$ cat config.mk
export PLATFORM = sky130hd
export DESIGN_NAME = mips_bus_lsu
export DESIGN_NICKNAME = d
export VERILOG_FILES = /design/src/rtl/mips_bus_lsu.sv
export SDC_FILE = /design/constraint.sdc
export NUM_CORES = 1
export LEC_CHECK = 0
export CAP_MARGIN = 20
export CORE_UTILIZATION = 30
export CTS_BUF_LIST = sky130_fd_sc_hd__clkbuf_16
export DETAILED_ROUTE_END_ITERATION = 8
export PLACE_DENSITY = 0.59
export SYNTH_ARGS = -nofsm -noshare
export SYNTH_HDL_FRONTEND = slang
export SYNTH_SLANG_ARGS = --single-unit
$ cat constraint.sdc
create_clock -name clk_i -period 3.3 [get_ports clk_i]
set_clock_uncertainty 0.15 [all_clocks]
set_input_delay 0.495 -clock clk_i [delete_from_list [all_inputs] [get_ports clk_i]]
set_output_delay 0.495 -clock clk_i [all_outputs]
set_load 0.03 [all_outputs]
$ cat src/rtl/mips_bus_lsu.sv
// mips_bus_lsu
// Load/store and instruction-fetch unit between the multicycle MIPS core and
// the Avalon-MM master port. It accepts one request at a time, runs exactly
// one Avalon transfer for it, then returns a one-cycle response.
//
// Ports
//   clk_i, reset_i        clock (rising edge), synchronous active-high reset
//   req_valid_i/ready_o   request handshake (ready only while idle)
//   req_op_i              0 LW 1 LH 2 LHU 3 LB 4 LBU 5 LWL 6 LWR 7 SW 8 SH 9 SB 10 FETCH
//   req_addr_i            byte address
//   req_wdata_i           store data
//   req_rt_i              old rt value, merge source for LWL/LWR
//   resp_valid_o          one-cycle completion pulse
//   resp_data_o           load/fetch result (0 for stores and errors)
//   resp_err_o            misaligned address or illegal opcode
//   bus_timeout_o         sticky: a transfer waited WAIT_TIMEOUT cycles
//   address_o, write_o, read_o, waitrequest_i, writedata_o, byteenable_o,
//   readdata_i            Avalon-MM master
module mips_bus_lsu #(
    parameter int          WAIT_TIMEOUT = 256,
    parameter logic [31:0] RESET_ADDR   = 32'h0000_0000
) (
    input  logic        clk_i,
    input  logic        reset_i,
    input  logic        req_valid_i,
    output logic        req_ready_o,
    input  logic [3:0]  req_op_i,
    input  logic [31:0] req_addr_i,
    input  logic [31:0] req_wdata_i,
    input  logic [31:0] req_rt_i,
    output logic        resp_valid_o,
    output logic [31:0] resp_data_o,
    output logic        resp_err_o,
    output logic        bus_timeout_o,
    output logic [31:0] address_o,
    output logic        write_o,
    output logic        read_o,
    input  logic        waitrequest_i,
    output logic [31:0] writedata_o,
    output logic [3:0]  byteenable_o,
    input  logic [31:0] readdata_i
);

    localparam logic [3:0] OP_LW    = 4'd0;
    localparam logic [3:0] OP_LH    = 4'd1;
    localparam logic [3:0] OP_LHU   = 4'd2;
    localparam logic [3:0] OP_LB    = 4'd3;
    localparam logic [3:0] OP_LBU   = 4'd4;
    localparam logic [3:0] OP_LWL   = 4'd5;
    localparam logic [3:0] OP_LWR   = 4'd6;
    localparam logic [3:0] OP_SW    = 4'd7;
    localparam logic [3:0] OP_SH    = 4'd8;
    localparam logic [3:0] OP_SB    = 4'd9;
    localparam logic [3:0] OP_FETCH = 4'd10;

    localparam logic [31:0] WT_LIMIT = WAIT_TIMEOUT[31:0];

    typedef enum logic [1:0] {
        S_IDLE = 2'd0,
        S_BUS  = 2'd1,
        S_RESP = 2'd2
    } state_t;

    state_t      state_q;
    logic [3:0]  op_q;
    logic [1:0]  lane_q;
    logic [31:0] rt_q;
    logic [31:0] waitCnt_q;
    logic        reqReady_q, respValid_q, respErr_q, busTimeout_q;
    logic        read_q, write_q;
    logic [31:0] respData_q, address_q, writedata_q;
    logic [3:0]  byteenable_q;

    logic [3:0]  be_d;
    logic [31:0] wdata_d;
    logic        isRead_d, isStore_d, aligned_d;
    logic [1:0]  reqLane;

    assign reqLane = req_addr_i[1:0];

    // Decode the incoming request: lane enables, replicated store data and
    // the alignment/legality verdict that chooses between BUS and RESP.
    always_comb begin
        be_d      = 4'b0000;
        wdata_d   = 32'h0;
        aligned_d = 1'b1;
        isRead_d  = (req_op_i <= OP_LWR) || (req_op_i == OP_FETCH);
        isStore_d = (req_op_i >= OP_SW) && (req_op_i <= OP_SB);
        case (req_op_i)
            OP_LW, OP_FETCH: begin
                be_d      = 4'b1111;
                aligned_d = (reqLane == 2'b00);
            end
            OP_SW: begin
                be_d      = 4'b1111;
                wdata_d   = req_wdata_i;
                aligned_d = (reqLane == 2'b00);
            end
            OP_LH, OP_LHU: begin
                be_d      = 4'b0011 << reqLane;
                aligned_d = ~reqLane[0];
            end
            OP_SH: begin
                be_d      = 4'b0011 << reqLane;
                wdata_d   = {2{req_wdata_i[15:0]}};
                aligned_d = ~reqLane[0];
            end
            OP_LB, OP_LBU: be_d = 4'b0001 << reqLane;
            OP_SB: begin
                be_d    = 4'b0001 << reqLane;
                wdata_d = {4{req_wdata_i[7:0]}};
            end
            OP_LWL, OP_LWR: be_d = 4'b1111;
            default: ;
        endcase
    end

    // Shape the sampled word into the register result. The lane-shifted copy
    // puts the addressed byte/half at bit 0, which also is exactly the LWR
    // contribution from memory.
    function automatic logic [31:0] loadResult(input logic [3:0] op,
                                               input logic [1:0] b,
                                               input logic [31:0] m,
                                               input logic [31:0] rt);
        logic [31:0] sh;
        sh = m >> {b, 3'b000};
        loadResult = m;
        case (op)
            OP_LB:  loadResult = {{24{sh[7]}}, sh[7:0]};
            OP_LBU: loadResult = {24'h0, sh[7:0]};
            OP_LH:  loadResult = {{16{sh[15]}}, sh[15:0]};
            OP_LHU: loadResult = {16'h0, sh[15:0]};
            OP_LWL: begin
                case (b)
                    2'd0:    loadResult = (m << 24) | (rt & 32'h00FF_FFFF);
                    2'd1:    loadResult = (m << 16) | (rt & 32'h0000_FFFF);
                    2'd2:    loadResult = (m << 8)  | (rt & 32'h0000_00FF);
                    default: loadResult = m;
                endcase
            end
            OP_LWR: begin
                case (b)
                    2'd0:    loadResult = m;
                    2'd1:    loadResult = sh | (rt & 32'hFF00_0000);
                    2'd2:    loadResult = sh | (rt & 32'hFFFF_0000);
                    default: loadResult = sh | (rt & 32'hFFFF_FF00);
                endcase
            end
            default: loadResult = m;
        endcase
    endfunction

    // Main controller. All outputs are registers updated here so the core and
    // the bus only ever see glitch-free, edge-aligned values.
    always_ff @(posedge clk_i) begin
        if (reset_i) begin
            state_q      <= S_IDLE;
            op_q         <= OP_LW;
            lane_q       <= 2'b00;
            rt_q         <= 32'h0;
            waitCnt_q    <= 32'h0;
            reqReady_q   <= 1'b1;
            respValid_q  <= 1'b0;
            respErr_q    <= 1'b0;
            respData_q   <= 32'h0;
            busTimeout_q <= 1'b0;
            read_q       <= 1'b0;
            write_q      <= 1'b0;
            address_q    <= RESET_ADDR;
            writedata_q  <= 32'h0;
            byteenable_q <= 4'b0000;
        end else begin
            case (state_q)
                S_IDLE: begin
                    if (req_valid_i) begin
                        op_q       <= req_op_i;
                        lane_q     <= reqLane;
                        rt_q       <= req_rt_i;
                        reqReady_q <= 1'b0;
                        if ((isRead_d || isStore_d) && aligned_d) begin
                            state_q      <= S_BUS;
                            address_q    <= {req_addr_i[31:2], 2'b00};
                            read_q       <= isRead_d;
                            write_q      <= isStore_d;
                            byteenable_q <= be_d;
                            writedata_q  <= wdata_d;
                            waitCnt_q    <= 32'h0;
                        end else begin
                            // Bad requests answer straight away without
                            // ever driving the bus.
                            state_q     <= S_RESP;
                            respValid_q <= 1'b1;
                            respErr_q   <= 1'b1;
                            respData_q  <= 32'h0;
                        end
                    end
                end
                S_BUS: begin
                    if (waitrequest_i) begin
                        // The transfer is never abandoned; the monitor only
                        // raises the sticky flag and then saturates.
                        if ((WT_LIMIT != 32'h0) && (waitCnt_q != WT_LIMIT)) begin
                            waitCnt_q <= waitCnt_q + 32'h1;
                            if (waitCnt_q + 32'h1 == WT_LIMIT) begin
                                busTimeout_q <= 1'b1;
                            end
                        end
                    end else begin
                        state_q      <= S_RESP;
                        read_q       <= 1'b0;
                        write_q      <= 1'b0;
                        byteenable_q <= 4'b0000;
                        writedata_q  <= 32'h0;
                        respValid_q  <= 1'b1;
                        respErr_q    <= 1'b0;
                        respData_q   <= read_q ? loadResult(op_q, lane_q, readdata_i, rt_q)
                                               : 32'h0;
                    end
                end
                default: begin
                    state_q     <= S_IDLE;
                    respValid_q <= 1'b0;
                    respErr_q   <= 1'b0;
                    reqReady_q  <= 1'b1;
                end
            endcase
        end
    end

    assign req_ready_o   = reqReady_q;
    assign resp_valid_o  = respValid_q;
    assign resp_data_o   = respData_q;
    assign resp_err_o    = respErr_q;
    assign bus_timeout_o = busTimeout_q;
    assign address_o     = address_q;
    assign write_o       = write_q;
    assign read_o        = read_q;
    assign writedata_o   = writedata_q;
    assign byteenable_o  = byteenable_q;

endmodule

==> results by group <==
Logic synthesis
  • YS warnings: 0
  • Synth top area share: approximately 38%
  • Mux cell area share after synthesis: 8.45%
  • EDFF count, synth: 0
  • Synth top area cells: dfxtp_1 (38%), nand2_1 (8.7%), a21oi_1 (7.3%)
  • Simple-Gate Fraction of Synth Area: between 20 and 25%
  • Post-synthesis async set-or-reset flop share: 0%
  • Synth Area in XOR/XNOR: 1.31%
  • Post-synthesis compound-gate area fraction: between 20% and 30%
  • Post-Syn Instances: 1185
  • Area leader, netlist: dfxtp_1
  • Adder-Cell Fraction of Synth Area: less than 1%
  • Synth Flop Type: dfxtp_1
  • Post-synthesis cell area: 9330 sq um
  • Largest family of logic cells by synthesized area: compound AO/OA/AOI/OAI gates
  • Seq cells post-synth: approximately 180
  • Distinct cells, synth: 63
  • Post-synthesis sequential area ratio: 37.8%
  • Syn Area/Cell: between 7 and 8 sq um

Clock network
  • Post-CTS Setup Bufs: 0
  • H-tree depth: 4
  • TritonCTS clock tree: built
  • # clock sinks: 176
  • CTS buffer count: 17
  • Max Root-Sink Buffers: 2
  • Hold-fix buffers, CTS: 0
  • Worst skew pair latency: 430 ps
  • Post-CTS sizing: 0
  • CTS clock-pin slew for the worst setup and hold paths: ~80 ps
  • CTS root buf: clkbuf_16

Timing
  • Final setup vio count: 0
  • Final sum of negative setup slack: 0 ps
  • Worst slew pin tran: 872 ps
  • Final hold slack: 305 ps
  • Final hold vios: 0
  • Peak Freq: 0.364 GHz
  • Tcrit/Tclk final: 83.2%
  • Unrepaired setup endpoints after global routing: no
  • Min cycle time layout: 2750 ps
  • Normalized max-slew margin: a little over two fifths
  • Slew Limit Fails: 0

Route
  • Vias: 9347
  • Top Metal Used: met4
  • Met3 wire length: ~2800 microns
  • Met1 wire length: 14200 microns
  • WL per Instance: 17.6 microns
  • First DRT Iteration DRCs: 742
  • Remaining DRCs: 1
  • Routed length on met2: ~14000 microns
  • Total Wirelength: 31200 microns
  • DRT Pass-1 Iters: 9
  • Antenna viol nets, final: 0
  • Number of vias per cell: about 5.3

Global routing
  • Largest net degree at the start of global routing: 86
  • Global-route wire length before repair: 48400 microns
  • Grt ovf: 0
  • Vias in the first global route: 8582
  • GRT Total Usage: 19.4%
  • Initial antenna violation count: 0

Die
  • Initial Util: a little under a third
  • Die area: 31800 sq um
  • Height of the die: between 150 and 200 microns
  • Die width: 178 microns
  • CORE AREA: 30600 sq um
  • Row count: 64
  • I/O Pins: 242

Outcome
  • Outcome: finished with violations
  • Violated checks: DRC

Cells and area
  • Final design utilization: 41.4%
  • Fin nets: 1507
  • Fillers: between 3000 and 4000
  • Final Instance Area: between 10000 and 15000 sq um
  • Share of cells above drive strength 1: 8.25%
  • Layout area overhead: 35.8%
  • N_diodes: 0

Worst setup path
  • Cell family with most CP delay: compound AO/OA/AOI/OAI gates
  • Worst path cell trace: clkdlybuf4s50_1 -> inv_1 -> o22ai_1 -> a22o_1 -> o21bai_1 -> a21oi_1 -> nor2_1 -> buf_4 -> a22o_1
  • Endpoint class of the critical path: register
  • WS Path Type: in -> reg
  • Worst setup SP type: input pin
  • Crit path arrival time: 2980 ps
  • Worst EP required: ~3500 ps
  • Worst-path maximum fanout: 22
  • Slowest cell on crit path: clkdlybuf4s50_1
  • Slowest cell delay on critical path: 570 ps
  • Critical path buffer and inverter count: 3
  • Crit path top cell by count: a22o_1

Placement
  • Port Buf Inserts: approximately 240
  • Area post-placement: 12100 sq um
  • RePlAce Congestion: 0.885
  • Post-DP HPWL: 22100 microns

Power
  • Leak: 0.00426 uW
  • Tot Pwr: ~5300 uW
  • Pwr Density: 419 nW/um^2
  • Worst vdd ir: about 0.3 mV

Run
  • Max_cap viols: 0

Hold path
  • Min-delay worst type: reg -> reg
[layout make-up]
cell class                 instances  area [sq um]  share of cell area (%)
sequential                       176          3530                    27.8
tap                              396           495                    3.91
timing repair buffer             266          2660                    21.0
multi-input combinational        898          5380                    42.4
inverter                          10          37.5                   0.296
clock inverter                    14           153                    1.20
clock buffer                      17           425                    3.36
[layer usage]
metal | up-vias | track usage, %
li1 | 4605 | -
met4 | 0 | 5.83
met2 | 354 | 28.8
met1 | 4364 | 26.8
met5 | - | 0
met3 | 24 | 6.01
[worst paths after layout]
check               endpoint  slack, ps           from  cells after the start
max          resp_data_o[19]        550    req_op_i[0]                      9
max reg2reg  resp_data_o[23]        580      lane_q[0]                      8
min reg2reg    address_o[22]        310  address_o[22]                      2
min            address_o[22]        310  address_o[22]                      2
[worst reg2reg max path: cells and delay by family (launching register included)]
| family | cells | cell delay, ps |
|---|---|---|
| AO/OA/AOI/OAI | 4 | 750 |
| buffers and inverters | 2 | 700 |
| flip-flops | 1 | 650 |
| AND/OR/NAND/NOR | 2 | 380 |
[synthesized netlist by cell type, types with 10 or more instances]
| master | instances |
|---|---|
| o211ai_1 | 13 |
| nand2_1 | 217 |
| nor2_1 | 136 |
| a21oi_1 | 136 |
| a31oi_1 | 14 |
| nand2b_1 | 14 |
| or2_2 | 12 |
| nand3_1 | 21 |
| mux2i_1 | 54 |
| nand4_1 | 12 |
| a311oi_2 | 18 |
| dfxtp_1 | 176 |
| a211oi_1 | 12 |
| mux4_2 | 10 |
| clkbuf_1 | 83 |
| o21ai_0 | 36 |
| a22o_1 | 15 |
| a22oi_1 | 40 |
| nor3_1 | 20 |
| inv_1 | 10 |
| a311oi_1 | 11 |
[per-stage QoR]
stage	setup WS, ps	instances
finish	555	1777
global route	367	1777
CTS	588	1777
detailed placement	132	1746
global placement	225	1746
floorplan	853	1186
[flip-flops by register name, summed over array words and instances, names as in the netlist, 2 cells and up]
register / flops
resp_data_o: 32
waitCnt_q: 32
address_o: 30
lane_q: 2
writedata_o: 32
state_q: 2
rt_q: 32
op_q: 4
byteenable_o: 4
[power breakdown]
part           total (uW)  internal [uW]  leakage [uW]  switching (uW)
Sequential           2270           2190       0.00143            71.3
Clock                2010           1010      0.000270            1010
Combinational        1040            444       0.00256             592
[logic make-up (layout without fill, tap and decap cells)]
kind of cell | Yosys count | count (layout)
other | 1 | 2
AND/OR/NAND/NOR | 482 | 482
adder cells (fa/ha/maj) | 2 | 2
flip-flops | 176 | 176
buffers and inverters | 112 | 307
AO/OA/AOI/OAI | 332 | 332
multiplexers | 66 | 66
XOR/XNOR | 14 | 14
[cell usage in the layout (no fill, tap or decap), types with 5 or more instances in the layout]
cell type / Yosys / routed
inv_8: 0 / 5
and2_1: 5 / 5
o21ai_0: 36 / 36
nor4_1: 7 / 7
mux4_2: 10 / 10
nor2b_1: 8 / 7
nand3_1: 21 / 21
nor3_1: 20 / 18
o211ai_1: 13 / 13
a21oi_1: 136 / 136
a32o_1: 9 / 9
nand4_1: 12 / 12
inv_1: 10 / 10
nand2b_1: 14 / 14
xnor2_1: 9 / 9
nor2_1: 136 / 135
mux2i_1: 54 / 54
and3_1: 9 / 9
nand2_1: 217 / 217
or2_2: 12 / 12
a311oi_1: 11 / 11
buf_12: 0 / 5
a22oi_1: 40 / 40
clkdlybuf4s50_1: 0 / 238
a211oi_1: 12 / 12
buf_4: 3 / 22
clkbuf_16: 0 / 17
dfxtp_1: 176 / 174
a22o_1: 15 / 15
a222oi_1: 7 / 7
a31oi_1: 14 / 14
xor2_1: 5 / 5
a311oi_2: 18 / 18
(Power assumes the default switching activity.)
